==> config.mk <==
export PLATFORM = sky130hd
export DESIGN_NAME = timer_a_flat
export DESIGN_NICKNAME = d
export VERILOG_FILES = /design/src/rtl/timer_a_if.sv /design/src/rtl/timer_a.sv /design/src/flat_wrapper.sv
export SDC_FILE = /design/constraint.sdc
export NUM_CORES = 1
export LEC_CHECK = 0
export CAP_MARGIN = 30
export CORE_MARGIN = 3
export CORE_UTILIZATION = 35
export CTS_CLUSTER_DIAMETER = 30
export CTS_CLUSTER_SIZE = 12
export DETAILED_ROUTE_END_ITERATION = 12
export DONT_BUFFER_PORTS = 1
export GPL_ROUTABILITY_DRIVEN = 0
export HOLD_SLACK_MARGIN = 0.05
export PLACE_DENSITY = 0.45
export SETUP_SLACK_MARGIN = 0.2
export SYNTH_ARGS = -nofsm -noshare
export SYNTH_HDL_FRONTEND = slang
export SYNTH_SLANG_ARGS = --single-unit
==> constraint.sdc <==
create_clock -name clk -period 3.05 [get_ports clk]
set_input_delay 0.305 -clock clk [delete_from_list [all_inputs] [get_ports clk]]
set_output_delay 0.305 -clock clk [all_outputs]
set_load 0.01 [all_outputs]
==> src/rtl/timer_a_if.sv <==
// Timer_A memory-bus port bundle.
// The pipeline side is the master; the peripheral is the slave.
interface timer_a_if;
  logic [15:0] MAB_in;
  logic [15:0] MDB_in;
  logic        MW;
  logic        BW;
  logic [15:0] MDB_periph_out;
  logic        periph_sel;
  logic        periph_write_done;
  logic        TA_irq;

  modport master (
    output MAB_in, MDB_in, MW, BW,
    input  MDB_periph_out, periph_sel,
    input  periph_write_done, TA_irq
  );

  modport slave (
    input  MAB_in, MDB_in, MW, BW,
    output MDB_periph_out, periph_sel,
    output periph_write_done, TA_irq
  );
endinterface

==> src/rtl/timer_a.sv <==
// Timer_A: 16-bit prescaled counter with one compare channel.
// Memory-mapped responder; stop, up, continuous and up/down modes.
module timer_a #(
  parameter logic [15:0] TACTL_ADDR   = 16'h0160,
  parameter logic [15:0] TACCTL0_ADDR = 16'h0162,
  parameter logic [15:0] TAR_ADDR     = 16'h0170,
  parameter logic [15:0] TACCR0_ADDR  = 16'h0172
) (
  input logic      clk,
  input logic      rst,
  timer_a_if.slave bus
);

  logic [1:0]  r_tassel;
  logic [1:0]  r_id;
  logic [1:0]  r_mc;
  logic        r_taie;
  logic        r_taifg;
  logic        r_ccie;
  logic        r_ccifg;
  logic [15:0] r_tar;
  logic [15:0] r_taccr0;
  logic [2:0]  r_pre;
  logic        r_up;
  logic        r_acc;
  logic [15:0] r_addr;
  logic        r_done;

  logic        w_sel_ctl;
  logic        w_sel_cc;
  logic        w_sel_tar;
  logic        w_sel_ccr;
  logic        w_sel;
  logic        w_hold;
  logic        w_wr;
  logic [15:0] w_wdata;
  logic        w_wr_ctl;
  logic        w_wr_cc;
  logic        w_wr_tar;
  logic        w_wr_ccr;
  logic        w_clr;
  logic [2:0]  w_lim;
  logic        w_tick;
  logic [15:0] w_inc;
  logic [15:0] w_dec;
  logic [15:0] w_tar_n;
  logic        w_up_n;
  logic        w_set_taifg;
  logic        w_set_ccifg;
  logic [15:0] w_rd;

  assign w_sel_ctl = bus.MAB_in == TACTL_ADDR;
  assign w_sel_cc  = bus.MAB_in == TACCTL0_ADDR;
  assign w_sel_tar = bus.MAB_in == TAR_ADDR;
  assign w_sel_ccr = bus.MAB_in == TACCR0_ADDR;
  assign w_sel     = w_sel_ctl | w_sel_cc
                   | w_sel_tar | w_sel_ccr;

  // A held strobe on the same address was already taken once.
  assign w_hold  = r_acc & bus.MW
                 & (bus.MAB_in == r_addr);
  assign w_wr    = bus.MW & w_sel & ~w_hold;
  assign w_wdata = bus.BW ? {8'h00, bus.MDB_in[7:0]}
                          : bus.MDB_in;

  assign w_wr_ctl = w_wr & w_sel_ctl;
  assign w_wr_cc  = w_wr & w_sel_cc;
  assign w_wr_tar = w_wr & w_sel_tar;
  assign w_wr_ccr = w_wr & w_sel_ccr;
  assign w_clr    = w_wr_ctl & w_wdata[2];

  assign w_inc = r_tar + 16'd1;
  assign w_dec = r_tar - 16'd1;

  // Prescaler terminal count: 2^ID - 1.
  always_comb begin
    w_lim = 3'd0;
    unique case (r_id)
      2'd0: w_lim = 3'd0;
      2'd1: w_lim = 3'd1;
      2'd2: w_lim = 3'd3;
      2'd3: w_lim = 3'd7;
    endcase
  end

  assign w_tick = r_pre >= w_lim;

  // Next counter value, direction and hardware flag sets.
  always_comb begin
    w_tar_n     = r_tar;
    w_up_n      = r_up;
    w_set_taifg = 1'b0;
    w_set_ccifg = 1'b0;
    if (w_tick) begin
      unique case (r_mc)
        2'b00: w_tar_n = r_tar;
        2'b01: begin
          if (r_taccr0 == 16'd0) begin
            w_tar_n = 16'd0;
          end else if (r_tar >= r_taccr0) begin
            w_tar_n     = 16'd0;
            w_set_taifg = 1'b1;
          end else begin
            w_tar_n     = w_inc;
            w_set_ccifg = w_inc == r_taccr0;
          end
        end
        2'b10: begin
          w_tar_n     = w_inc;
          w_set_taifg = w_inc == 16'd0;
          w_set_ccifg = w_inc == r_taccr0;
        end
        2'b11: begin
          if (r_taccr0 == 16'd0) begin
            w_tar_n = 16'd0;
          end else if (r_up) begin
            if (r_tar > r_taccr0) begin
              w_up_n = 1'b0;
            end else begin
              w_tar_n = w_inc;
              if (w_inc == r_taccr0) begin
                w_set_ccifg = 1'b1;
                w_up_n      = 1'b0;
              end
            end
          end else begin
            w_tar_n = w_dec;
            if (w_dec == 16'd0) begin
              w_set_taifg = 1'b1;
              w_up_n      = 1'b1;
            end
          end
        end
      endcase
    end
  end

  // Bus handshake: accept flag, last address, done pulse.
  always_ff @(posedge clk or posedge rst) begin
    if (rst) begin
      r_acc  <= 1'b0;
      r_addr <= 16'd0;
      r_done <= 1'b0;
    end else begin
      r_acc  <= w_wr | w_hold;
      r_done <= w_wr;
      if (w_wr) r_addr <= bus.MAB_in;
    end
  end

  // Counter, prescaler and direction; TACLR beats tick and TAR write.
  always_ff @(posedge clk or posedge rst) begin
    if (rst) begin
      r_tar <= 16'd0;
      r_pre <= 3'd0;
      r_up  <= 1'b1;
    end else if (w_clr) begin
      r_tar <= 16'd0;
      r_pre <= 3'd0;
      r_up  <= 1'b1;
    end else begin
      r_tar <= w_wr_tar ? w_wdata : w_tar_n;
      r_pre <= w_tick ? 3'd0 : r_pre + 3'd1;
      r_up  <= w_up_n;
    end
  end

  // Control registers; a hardware flag set beats a software clear.
  always_ff @(posedge clk or posedge rst) begin
    if (rst) begin
      r_tassel <= 2'd0;
      r_id     <= 2'd0;
      r_mc     <= 2'd0;
      r_taie   <= 1'b0;
      r_taifg  <= 1'b0;
      r_ccie   <= 1'b0;
      r_ccifg  <= 1'b0;
      r_taccr0 <= 16'd0;
    end else begin
      if (w_wr_ctl) begin
        r_tassel <= w_wdata[9:8];
        r_id     <= w_wdata[7:6];
        r_mc     <= w_wdata[5:4];
        r_taie   <= w_wdata[1];
      end
      r_taifg <= (w_wr_ctl ? w_wdata[0] : r_taifg)
               | w_set_taifg;
      if (w_wr_cc) r_ccie <= w_wdata[4];
      r_ccifg <= (w_wr_cc ? w_wdata[0] : r_ccifg)
               | w_set_ccifg;
      if (w_wr_ccr) r_taccr0 <= w_wdata;
    end
  end

  // Read mux of the selected register.
  always_comb begin
    w_rd = 16'd0;
    unique case (1'b1)
      w_sel_ctl: w_rd = {6'd0, r_tassel, r_id, r_mc,
                         2'b00, r_taie, r_taifg};
      w_sel_cc:  w_rd = {11'd0, r_ccie, 3'd0, r_ccifg};
      w_sel_tar: w_rd = r_tar;
      w_sel_ccr: w_rd = r_taccr0;
      default:   w_rd = 16'd0;
    endcase
  end

  assign bus.MDB_periph_out = bus.BW ? {8'h00, w_rd[7:0]}
                                     : w_rd;
  assign bus.periph_sel        = w_sel;
  assign bus.periph_write_done = r_done;
  assign bus.TA_irq = (r_taie & r_taifg)
                    | (r_ccie & r_ccifg);

endmodule

==> src/flat_wrapper.sv <==
// flat-port wrapper written by rule: the top's interface ports become plain ports
module timer_a_flat 
#(
  parameter logic [15:0] TACTL_ADDR   = 16'h0160,
  parameter logic [15:0] TACCTL0_ADDR = 16'h0162,
  parameter logic [15:0] TAR_ADDR     = 16'h0170,
  parameter logic [15:0] TACCR0_ADDR  = 16'h0172
)
  (clk, rst, bus_MAB_in, bus_MDB_in, bus_MW, bus_BW, bus_MDB_periph_out, bus_periph_sel, bus_periph_write_done, bus_TA_irq);
  timer_a_if bus_i ();
  input logic clk;
  input logic rst;
  input wire logic [$bits(bus_i.MAB_in)-1:0] bus_MAB_in;
  input wire logic [$bits(bus_i.MDB_in)-1:0] bus_MDB_in;
  input wire logic [$bits(bus_i.MW)-1:0] bus_MW;
  input wire logic [$bits(bus_i.BW)-1:0] bus_BW;
  output wire logic [$bits(bus_i.MDB_periph_out)-1:0] bus_MDB_periph_out;
  output wire logic [$bits(bus_i.periph_sel)-1:0] bus_periph_sel;
  output wire logic [$bits(bus_i.periph_write_done)-1:0] bus_periph_write_done;
  output wire logic [$bits(bus_i.TA_irq)-1:0] bus_TA_irq;
  assign bus_i.MAB_in = bus_MAB_in;
  assign bus_i.MDB_in = bus_MDB_in;
  assign bus_i.MW = bus_MW;
  assign bus_i.BW = bus_BW;
  assign bus_MDB_periph_out = bus_i.MDB_periph_out;
  assign bus_periph_sel = bus_i.periph_sel;
  assign bus_periph_write_done = bus_i.periph_write_done;
  assign bus_TA_irq = bus_i.TA_irq;
  timer_a #(.TACTL_ADDR(TACTL_ADDR), .TACCTL0_ADDR(TACCTL0_ADDR), .TAR_ADDR(TAR_ADDR), .TACCR0_ADDR(TACCR0_ADDR)) u_core (.clk(clk), .rst(rst), .bus(bus_i));
endmodule
-- Word-level counts from Yosys, hierarchy flattened
Cells that the tools add are included.
Widths: inputs -> output; s select.
- register bits after elaboration: 64
- bits in latches: 0
- RAM bits: 0
- ROM bits: 0
- bits of input ports: 36
- output and inout port bits: 19
- logic and storage cells: 103
- memories: 0
- add/subtract/negate cells: 3
- multipliers: 0
- div/mod/pow operators: 0
- $lt $le $gt $ge: 3
- equality and inequality tests: 15
- shift operators: 0
- mux-type cells: 39
- bitwise gates (word level): 19
- reduce and logical (&&, ||, !) cells: 10
- operators with widths (kind ; count):
    $mux 16 ; 10
    $eq 16x9->1 const B ; 4
    $pmux 16 s4 ; 1
    $logic_not 16->1 ; 3
    $pmux 16 s3 ; 1
    $eq 16x16->1 ; 2
    $mux 1 ; 22
    $add 16x1->16 const B ; 1
    $ge 16x16->1 ; 1
    $gt 16x16->1 ; 1
    $sub 16x1->16 const B ; 1
    $pmux 3 s4 ; 1
    $and 1x1->1 ; 11
    $eq 2x2->1 const B ; 4
    $or 1x1->1 ; 7
    $mux 3 ; 2
    $ne 6x6->1 const B ; 1
    $pmux 1 s3 ; 2
    $reduce_and 3->1 ; 2
    $eq 2x1->1 const B ; 2
    $logic_not 2->1 ; 2
    $reduce_bool 2->1 ; 2
    $add 3x1->3 const B ; 1
    $ge 3x3->1 ; 1
    other kinds (4) ; 4

-- Longest topological paths before layout
Gate-level depths: netlist (run 1).
- depth in word-level cells: 10
- mapped depth: 10

-- Worst setup path after synthesis (run 1)
No wires, ideal clock.
- path type: register to register
- start point: register u_core.r_taccr0[13]
- end point: register u_core.r_tar[13]
- setup time: 0.094 ns
- data arrival time: 2.567 ns
- required time: 2.956 ns
- slack: 0.390 ns
- cell stages (with the launch flop): 11
- buffers on the path: 1
- cell sequence: dfrtp_1 buf_6 inv_1 ha_1 a21o_1 a21o_1 a22oi_1 nand3_1 or3_1 a221o_1 a221oi_2
- word-level cells in the longest chain between the ends: 7
- ends and longest elaborated chain (item ; RTL line ; RTL):
    from (decl) ; timer_a.sv:22 ; logic [15:0] r_taccr0;
    from (signal assigned) ; timer_a.sv:191 ; if (w_wr_ccr) r_taccr0 <= w_wdata;
    $ge 16x16->1 ; timer_a.sv:100 ; end else if (r_tar >= r_taccr0) begin
    $mux 16 ; timer_a.sv:100 ;
    $mux 16 ; timer_a.sv:98 ; if (r_taccr0 == 16'd0) begin
    $pmux 16 s3 ; timer_a.sv:95 ; unique case (r_mc)
    $mux 16 ; timer_a.sv:94 ; if (w_tick) begin
    $mux 16 ; timer_a.sv:162 ; r_tar <= w_wr_tar ? w_wdata : w_tar_n;
    $mux 16 ; timer_a.sv:157 ; end else if (w_clr) begin
    to (signal assigned) ; timer_a.sv:162 ;
    to (decl) ; timer_a.sv:21 ; logic [15:0] r_tar;
Several ways; a longest one is shown, not always the timed one. The select of a mux whose other input is x is not followed.
A chain may end at the register's enable or synchronous reset.

-- Worst setup path in the final report (run 1)
- start point: register u_core.r_taccr0[10]
- end point: register u_core.r_tar[15]
Same word-level chain as after synthesis.

==> flow_metrics.env, run 1 <==
export IMPL_crit_fanout=7
export IMPL_startpoint_type="flop"
export IMPL_path_cells="or4_1, or4_4, nand4_4, a211oi_4, nor3_4, buf_4, nand3_1, a31oi_1"
export IMPL_die_w_um=130
export IMPL_die_h_um=130
export IMPL_num_fill_cells=1496
export IMPL_grt_total_usage_pct=22.6
export IMPL_vias=4894
export IMPL_std_cell_rows=44
export IMPL_max_slew_worst_pin_slew_ns=0.925
export IMPL_cts_sinks=64
export IMPL_cts_htree_levels=3
export IMPL_cp_arrival_ns=2.98
export IMPL_netlist_instances=622
export IMPL_dr_pass1_iters=5
export IMPL_comb_power_share_pct=34.4
export IMPL_critical_path_startpoint="u_core.r_taccr0[10]"
export IMPL_internal_power_mw=2.01
export IMPL_peakVddDrop_uv=510
export IMPL_synthArstFlopShare_pct=100
export IMPL_grt_pass1_wl_um=28700
export IMPL_detail_route_iter0_violations=347
export IMPL_required_ns=3.30
export IMPL_final_nets=695
export IMPL_vias_per_cell=5.94
export IMPL_crit_end="u_core.r_tar[15]"
export IMPL_power_net_switching_mw=1.19
export IMPL_synth_fp_nets=682
export IMPL_r2r_end="u_core.r_tar[15]"
export IMPL_ys_seq_area_share_pct=29.8
export IMPL_grt_busiest_layer="met2"
export IMPL_ys_warn_count=0
export IMPL_use_met2_pct=35.4
export IMPL_route_antenna_remaining_nets=0
export IMPL_critical_path_class="flop to flop"
export IMPL_p_seq_share_pct=31.0
export IMPL_yosys_most_used_dff="dfrtp_1"
export IMPL_swShare_pct=37.3
export IMPL_clk_pin_slew_ns=0.07
export IMPL_timing_rr_start="u_core.r_taccr0[10]"
export IMPL_totalWireLength_um=18700
export IMPL_grt_use_met1_pct=31.4
export IMPL_syn_avg_cell_area_um2=8.65
export IMPL_timing_hold_violations_final=0
export IMPL_layout_worst_path_cycle_share_pct=89.5
export IMPL_io_pins=55
export IMPL_clk_latency_ns=0.35
export IMPL_coreArea_mm2=0.0148
export IMPL_worst_path_max_delay_cell="or4_4"
export IMPL_root_buffer="clkbuf_16"
export IMPL_power_total_mw=3.20
export IMPL_syn_cell_area_mm2=0.00538
export IMPL_p_per_area_mw_per_mm2=521
export IMPL_leakage_nw=2.50
export IMPL_rsz0062_at_grt="yes"
export IMPL_grtUsageMet3_pct=4.91
export IMPL_layout_drive_gt1_share_pct=18.6
export IMPL_fmax_ghz=0.366
export IMPL_fin_crit_ns=2.73
export IMPL_synth_edff_count=0
export IMPL_p_clk_share_pct=34.6
export IMPL_grt_pass1_vias=4811
export IMPL_skew_ns=0.0140
export IMPL_gr_total_overflow=0
export IMPL_cts_buffer_depth=2
export IMPL_yosys_cell_types_count=78
export IMPL_tritoncts="done"
export IMPL_status="finished, final reports clean"
export IMPL_drc=0
export IMPL_start_util_pct=36.4
export IMPL_antenna_found_initial=0
export IMPL_drv_cap=0
export IMPL_slew_headroom_pct=38.2
export IMPL_r2r_slack_ns=0.32
export IMPL_postPlaceCellArea_mm2=0.00571
export IMPL_fin_util_pct=41.6
export IMPL_design_die_area_mm2=0.0169
export IMPL_hold_class="primary input to flop"
export IMPL_antenna_cells=0
export IMPL_setup_tns_ns=0
export IMPL_grt_max_degree=65
export IMPL_cts_made_buffers=9
export IMPL_wl_per_cell_um=22.7
export IMPL_crit_path_max_incr_delay_ns=0.64
export IMPL_stdcell_area_mm2=0.00613
export IMPL_worstHoldStart="bus_MDB_in[3]"
export IMPL_yosys_register_bits=64
export IMPL_setup_viol_count_final=0
export IMPL_holdWs_ns=0.0795
export IMPL_dpl_hpwl_um=14300
export IMPL_crit_path_end_kind="flop"
export IMPL_area_delta_synth_final_pct=14.1
export IMPL_reg2reg_depth=8
export IMPL_drv_slew=0
export IMPL_io_buffers=0
## layer usage
layer | up-vias | share of wire, %
met5 | - | 0
met4 | 0 | 2.1
met3 | 26 | 6.1
met2 | 175 | 47
met1 | 2417 | 45
li1 | 2276 | -
## worst max-delay path, delay by kind of cell (launching register included)
family / cells / cell delay (ns)
simple gates: 5 / 1.74
compound gates: 2 / 0.27
flops: 1 / 0.46
buf+inv: 1 / 0.18
## cell families after synthesis
kind of cell             share of synthesized area, %
AND/OR/NAND/NOR                                  26.0
AO/OA/AOI/OAI                                    16.8
buffers and inverters                            5.44
flip-flops                                       29.8
XOR/XNOR                                         7.98
multiplexers                                     8.42
adder cells (fa/ha/maj)                          5.58
## cell type report
type / instances / area (µm²) / area share (%)
tap: 184 / 230 / 3.75
inverter: 32 / 120 / 1.96
multi-input combinational: 489 / 3540 / 57.8
clock buffer: 11 / 243 / 3.96
clock inverter: 5 / 63.8 / 1.04
timing repair buffer: 39 / 319 / 5.20
sequential: 64 / 1610 / 26.3
## power by group through the flow
stage	combinational [mW]	sequential, mW	clock [mW]
2_1_floorplan	0.757	0.935	0
3_3_place_gp	1.03	1.00	0
3_5_place_dp	1.04	1.00	0
4_1_cts	1.05	0.988	1.12
5_1_grt	1.19	1.00	1.15
6_report	1.10	0.992	1.11
## synthesized netlist by cell type, drive strengths merged (19+ instances only)
cell type | count | area share, %
a21oi | 34 | 3.2
and2 | 19 | 2.2
clkbuf | 21 | 1.5
dfrtp | 63 | 29
ha | 24 | 5.6
inv | 32 | 2.2
mux2 | 22 | 4.6
nand2 | 47 | 3.4
nor2 | 47 | 3.3
nor3 | 24 | 2.5
o21ai | 27 | 2.7
xnor2 | 41 | 6.7
## what timing repair did
action | CTS | global route
gates resized for setup | 3 | 18
buffers inserted | 0 | 1
pin swaps | 0 | 2
hold buffers | 0 | 1
setup endpoints to repair | 13 | 21
hold endpoints to repair | 0 | 63
## placed cells by master (no fill, tap or decap), types with 14 or more instances in the layout
cell	Yosys	routed
dfrtp_1	63	55
nor2_1	47	47
nand2_1	45	45
xnor2_1	41	41
buf_4	2	36
a21oi_1	34	32
inv_1	32	31
ha_1	24	23
nor3_1	21	21
o21ai_0	21	20
and2_1	19	19
mux2_2	18	18
mux2i_1	16	16
nand3_1	14	14
## worst min path at each step
stage	to	cells past startpoint
global route	u_core.r_taccr0[1]	1
floorplan	u_core.r_id[1]	2
finish	u_core.r_taccr0[3]	1
detailed placement	u_core.r_mc[0]	2
CTS	u_core.r_taccr0[3]	1
global placement	u_core.r_id[1]	2
## stage by stage
stage / worst slack, ns / std cells
floorplan: 0.390 / 622
global placement: 0.0301 / 805
detailed placement: -0.0414 / 805
CTS: 0.201 / 821
global route: 0.170 / 824
finish: 0.319 / 824
## flip-flops by register name, indices dropped and copies added (netlist names)
signal                        cells
u_core.r_ccie                     1
u_core.r_mc                       2
u_core.r_pre                      3
u_core.r_taifg                    1
u_core.r_addr                    16
u_core.r_acc                      1
u_core.r_taie                     1
u_core.bus.periph_write_done      1
u_core.r_ccifg                    1
u_core.r_up                       1
u_core.r_tassel                   2
u_core.r_id                       2
u_core.r_tar                     16
u_core.r_taccr0                  16
Note: power is estimated with default switching activity, not from simulation.
==> inputs of run 2 (changes only) <==
--- a/config.mk
+++ b/config.mk
@@ -14,7 +14,7 @@
 export DONT_BUFFER_PORTS = 1
 export GPL_ROUTABILITY_DRIVEN = 0
 export HOLD_SLACK_MARGIN = 0.05
-export PLACE_DENSITY = 0.45
+export PLACE_DENSITY = 0.47
 export SETUP_SLACK_MARGIN = 0.2
 export SYNTH_ARGS = -nofsm -noshare
 export SYNTH_HDL_FRONTEND = slang
==> constraint.sdc (replaced) <==
create_clock -name clk -period 2.5 [get_ports clk]
set_input_delay 0.25 -clock clk [delete_from_list [all_inputs] [get_ports clk]]
set_output_delay 0.25 -clock clk [all_outputs]
set_load 0.01 [all_outputs]
==> flow_metrics.env, run 2 (synthesized netlist as in run 1, its figures left out) <==
export IMPL_grt_pass1_wl_um=31900
export IMPL_dpl_hpwl_um=16200
export IMPL_detail_route_iter0_violations=362
export IMPL_start_util_pct=36.4
export IMPL_die_h_um=130
export IMPL_setup_tns_ns=-1.11
export IMPL_p_per_area_mw_per_mm2=583
export IMPL_layout_commonest_cell="buf_4"
export IMPL_crit_fanout=6
export IMPL_max_slew_worst_pin_slew_ns=0.627
export IMPL_failed_checks="negative setup slack"
export IMPL_area_delta_synth_final_pct=45.0
export IMPL_startpoint_type="flop"
export IMPL_crit_path_end_kind="flop"
export IMPL_clk_pin_slew_ns=0.06
export IMPL_vias=5480
export IMPL_tritoncts="done"
export IMPL_gr_total_overflow=0
export IMPL_dr_pass1_iters=4
export IMPL_status="complete, but fails checks"
export IMPL_drc=0
export IMPL_cts_made_buffers=9
export IMPL_fmax_ghz=0.382
export IMPL_grt_max_degree=33
export IMPL_rsz0062_at_grt="yes"
export IMPL_io_pins=55
export IMPL_std_cell_rows=44
export IMPL_antenna_cells=0
export IMPL_hold_class="primary input to flop"
export IMPL_leakage_nw=3.36
export IMPL_layout_common_cells="buf_4, dfrtp_1, nor2_1"
export IMPL_dp_cells=914
export IMPL_cts_htree_levels=3
export IMPL_critical_path_class="flop to flop"
export IMPL_layout_worst_path_cycle_share_pct=105
export IMPL_root_buffer="clkbuf_16"
export IMPL_fin_crit_ns=2.62
export IMPL_cts_sinks=64
export IMPL_cp_arrival_ns=2.86
export IMPL_num_fill_cells=1378
export IMPL_required_ns=2.75
export IMPL_clk_latency_ns=0.34
export IMPL_slew_headroom_pct=58.1
export IMPL_reg_top3="u_core.r_addr (16), u_core.r_taccr0 (16), u_core.r_tar (16)"
export IMPL_grt_total_usage_pct=25.0
export IMPL_timing_hold_violations_final=0
export IMPL_vias_per_cell=5.71
export IMPL_coreArea_mm2=0.0148
export IMPL_cts_buffer_depth=2
export IMPL_peakVddDrop_uv=483
export IMPL_setup_viol_count_final=15
export IMPL_stdcell_count=959
export IMPL_drv_slew=0
export IMPL_place_ws_ns=-0.181
export IMPL_route_antenna_remaining_nets=0
export IMPL_drv_cap=0
export IMPL_antenna_found_initial=0
export IMPL_power_total_mw=4.54
export IMPL_grt_pass1_vias=5565
export IMPL_final_nets=831
export IMPL_setup_slack_ns=-0.115
export IMPL_layout_drive_gt1_share_pct=41.8
export IMPL_design_die_area_mm2=0.0169
export IMPL_skew_ns=0.00887
export IMPL_die_w_um=130
export IMPL_io_buffers=0
export IMPL_wl_per_cell_um=21.8
export IMPL_totalWireLength_um=20900
## run 2: cell types whose count changed in the layout (fill, tap and decap cells not counted), sizes merged
cell,previous run,this run
buf,38,173
dlygate4sd3,1,2
clkbuf,11,10
clkinvlp,1,3
inv,34,32
## run 2: power by group
part / total [mW] / switching [mW] / internal (mW)
Combinational: 2.07 / 1.08 / 0.990
Clock: 1.29 / 0.499 / 0.792
Sequential: 1.18 / 0.0866 / 1.10
Total: 4.54 / 1.66 / 2.88
## run 2: timing repair
item	in CTS	in global routing
gates resized for setup	45	69
setup buffers	13	14
setup endpoints to repair	43	43
pin swaps	19	27
cloned	1	0
hold buffers	2	0
hold endpoints to repair	10	0
## run 2: worst paths after layout
check | from | to | slack [ns] | cells after the start
max | u_core.r_taccr0[9] | u_core.r_tar[13] | -0.12 | 7
min | bus_MDB_in[3] | u_core.r_taccr0[3] | 0.06 | 1
max reg2reg | u_core.r_taccr0[9] | u_core.r_tar[13] | -0.12 | 7
min reg2reg | u_core.r_pre[0] | u_core.r_pre[0] | 0.48 | 1
max in group asynchronous | rst | u_core.r_tar[3] | 1.66 | 3
min in group asynchronous | rst | u_core.r_ccifg | 0.33 | 2
## run 2: final cells by class
class | count | area, µm² | area share, %
Clock buffer | 10 | 239 | 3.06
Clock inverter | 5 | 57.6 | 0.738
Inverter | 32 | 120 | 1.54
Multi-Input combinational cell | 489 | 4080 | 52.3
Sequential cell | 64 | 1620 | 20.7
Tap cell | 184 | 230 | 2.95
Timing Repair Buffer | 175 | 1460 | 18.7
## run 2: through the flow
stage | instance area (µm²) | util (%) | hold WS, ns
floorplan | 5570 | - | 0.367
global placement | 6710 | 45.5 | 0.382
detailed placement | 6740 | 45.6 | 0.112
CTS | 7380 | 50.0 | 0.0564
global route | 7800 | 52.9 | 0.0539
finish | 7800 | 52.9 | 0.0624
## run 2: routing by layer
layer | vias to the layer above | part of all wire, % | GRT usage, %
li1 | 2546 | - | -
met1 | 2718 | 45 | 33.5
met2 | 181 | 45 | 40.2
met3 | 35 | 5.9 | 5.40
met4 | 0 | 3.2 | 8.19
met5 | - | 0 | 0
## run 2: critical path, cell delays in order (launching register included)
cell      delay [ns]
dfrtp_1         0.43
or4_4           0.58
or4_4           0.65
nand4_4         0.15
a211o_4         0.16
nand2_4         0.07
a221o_1         0.28
a221oi_2        0.21
==> inputs of run 3 (changes only) <==
--- a/config.mk
+++ b/config.mk
@@ -15,6 +15,7 @@
 export GPL_ROUTABILITY_DRIVEN = 0
 export HOLD_SLACK_MARGIN = 0.05
 export PLACE_DENSITY = 0.47
+export RECOVER_POWER = 25
 export SETUP_SLACK_MARGIN = 0.2
 export SYNTH_ARGS = -nofsm -noshare
 export SYNTH_HDL_FRONTEND = slang
==> flow_metrics.env, run 3 (synthesized netlist as in run 1, its figures left out) <==
export IMPL_die_w_um=130
export IMPL_detail_route_iter0_violations=357
export IMPL_layout_worst_path_cycle_share_pct=104
export IMPL_worstHoldStart="bus_MDB_in[6]"
export IMPL_layout_commonest_cell="buf_4"
export IMPL_rsz0062_at_grt="yes"
export IMPL_cts_buffer_depth=2
export IMPL_slew_headroom_pct=10.5
export IMPL_tritoncts="done"
export IMPL_setup_viol_count_final=15
export IMPL_timing_hold_violations_final=0
export IMPL_worst_path_max_delay_cell="or4_4"
export IMPL_num_fill_cells=1381
export IMPL_dp_cells=914
export IMPL_setup_slack_ns=-0.111
export IMPL_critical_path_startpoint="u_core.r_taccr0[9]"
export IMPL_layout_common_cells="buf_4, dfrtp_1, nor2_1"
export IMPL_path_cells="or4_4, or4_4, nand4_4, a211o_4, nand2_4, a221o_1, a221oi_2"
export IMPL_place_ws_ns=-0.181
export IMPL_totalWireLength_um=20900
export IMPL_grt_total_usage_pct=25.0
export IMPL_p_per_area_mw_per_mm2=583
export IMPL_dpl_hpwl_um=16200
export IMPL_dr_pass1_iters=4
export IMPL_power_total_mw=4.54
export IMPL_stdcell_count=959
export IMPL_io_pins=55
export IMPL_layout_drive_gt1_share_pct=41.5
export IMPL_skew_ns=0.00919
export IMPL_critical_path_class="flop to flop"
export IMPL_critPathTopFamily="simple AND/OR/NAND/NOR gates"
export IMPL_io_buffers=0
export IMPL_die_h_um=130
export IMPL_status="complete, but fails checks"
export IMPL_setup_tns_ns=-1.08
export IMPL_reg2reg_depth=7
export IMPL_clk_latency_ns=0.34
export IMPL_final_nets=831
export IMPL_critPathMostFrequentCell="or4_4"
export IMPL_cts_sinks=64
export IMPL_vias=5489
export IMPL_crit_buf_inv=0
export IMPL_max_slew_worst_pin_slew_ns=1.34
export IMPL_clk_pin_slew_ns=0.06
export IMPL_drv_slew=0
export IMPL_timing_rr_start="u_core.r_taccr0[9]"
export IMPL_start_util_pct=36.4
export IMPL_hold_depth=1
export IMPL_leakage_nw=3.36
export IMPL_vias_per_cell=5.72
export IMPL_crit_path_end_kind="flop"
export IMPL_startpoint_type="flop"
export IMPL_r2r_slack_ns=-0.11
export IMPL_cts_htree_levels=3
export IMPL_drc=0
export IMPL_fmax_ghz=0.383
export IMPL_area_delta_synth_final_pct=44.7
export IMPL_drv_cap=0
export IMPL_root_buffer="clkbuf_16"
export IMPL_route_antenna_remaining_nets=0
export IMPL_crit_fanout=6
export IMPL_hold_class="primary input to flop"
export IMPL_crit_path_max_incr_delay_ns=0.65
export IMPL_gr_total_overflow=0
export IMPL_critical_path_depth=7
export IMPL_grt_pass1_vias=5565
export IMPL_failed_checks="negative setup slack"
export IMPL_antenna_cells=0
export IMPL_grt_pass1_wl_um=31900
export IMPL_required_ns=2.75
export IMPL_peakVddDrop_uv=485
export IMPL_antenna_found_initial=0
export IMPL_cp_arrival_ns=2.86
export IMPL_cts_made_buffers=9
export IMPL_grt_max_degree=33
export IMPL_reg_top3="u_core.r_addr (16), u_core.r_taccr0 (16), u_core.r_tar (16)"
export IMPL_wl_per_cell_um=21.8
export IMPL_std_cell_rows=44
export IMPL_coreArea_mm2=0.0148
export IMPL_fin_crit_ns=2.61
export IMPL_design_die_area_mm2=0.0169
-- run 3: cell type report --
| type | count | area, µm² | area share (%) |
|---|---|---|---|
| repair buffers | 175 | 1440 | 18.5 |
| clock buffers | 10 | 239 | 3.07 |
| well taps | 184 | 230 | 2.96 |
| multi-input cells | 489 | 4080 | 52.4 |
| flip-flops and latches | 64 | 1620 | 20.8 |
| clock inverters | 5 | 57.6 | 0.740 |
| inverters | 32 | 120 | 1.54 |
-- run 3: path summary, 6_finish.rpt --
check,endpoint
setup / recovery,u_core.r_tar[13]
hold / removal,u_core.r_taccr0[6]
setup reg to reg,u_core.r_tar[13]
hold reg to reg,u_core.r_pre[0]
max in group asynchronous,u_core.r_taccr0[10]
min in group asynchronous,u_core.r_ccifg
-- run 3: power by group --
part	switching, mW	leakage (nW)	internal [mW]
combinational	1.08	2.38	0.987
sequential	0.0855	0.843	1.10
clock	0.498	0.137	0.792
total	1.66	3.36	2.88
-- run 3: through the flow --
step / utilization, % / area [µm²] / hold slack (ns)
2_1_floorplan: - / 5570 / 0.367
3_3_place_gp: 45.5 / 6710 / 0.382
3_5_place_dp: 45.6 / 6740 / 0.112
6_report: 52.7 / 7780 / 0.0630
5_1_grt: 52.7 / 7780 / 0.0539
4_1_cts: 50.0 / 7380 / 0.0564
-- run 3: metal layers --
metal | up-vias | GRT usage, % | part of all wire [%]
met3 | 35 | 5.40 | 6.1
met5 | - | 0 | 0
met4 | 0 | 8.19 | 3.2
met2 | 186 | 40.2 | 46
met1 | 2722 | 33.5 | 45
li1 | 2546 | - | -
-- run 3: worst register-to-register path: stages, from the launching register on --
cell      delay [ns]
dfrtp_1         0.43
or4_4           0.58
or4_4           0.65
nand4_4         0.15
a211o_4         0.16
nand2_4         0.07
a221o_1         0.28
a221oi_2        0.21
-- run 3: what timing repair did --
item / in CTS / in global routing
hold endpoints to repair: 10 / 0
cloned: 1 / 0
pin swaps: 19 / 27
hold buffers: 2 / 0
endpoints found under the setup margin: 43 / 43
resized for setup: 45 / 69
buffers inserted: 13 / 14
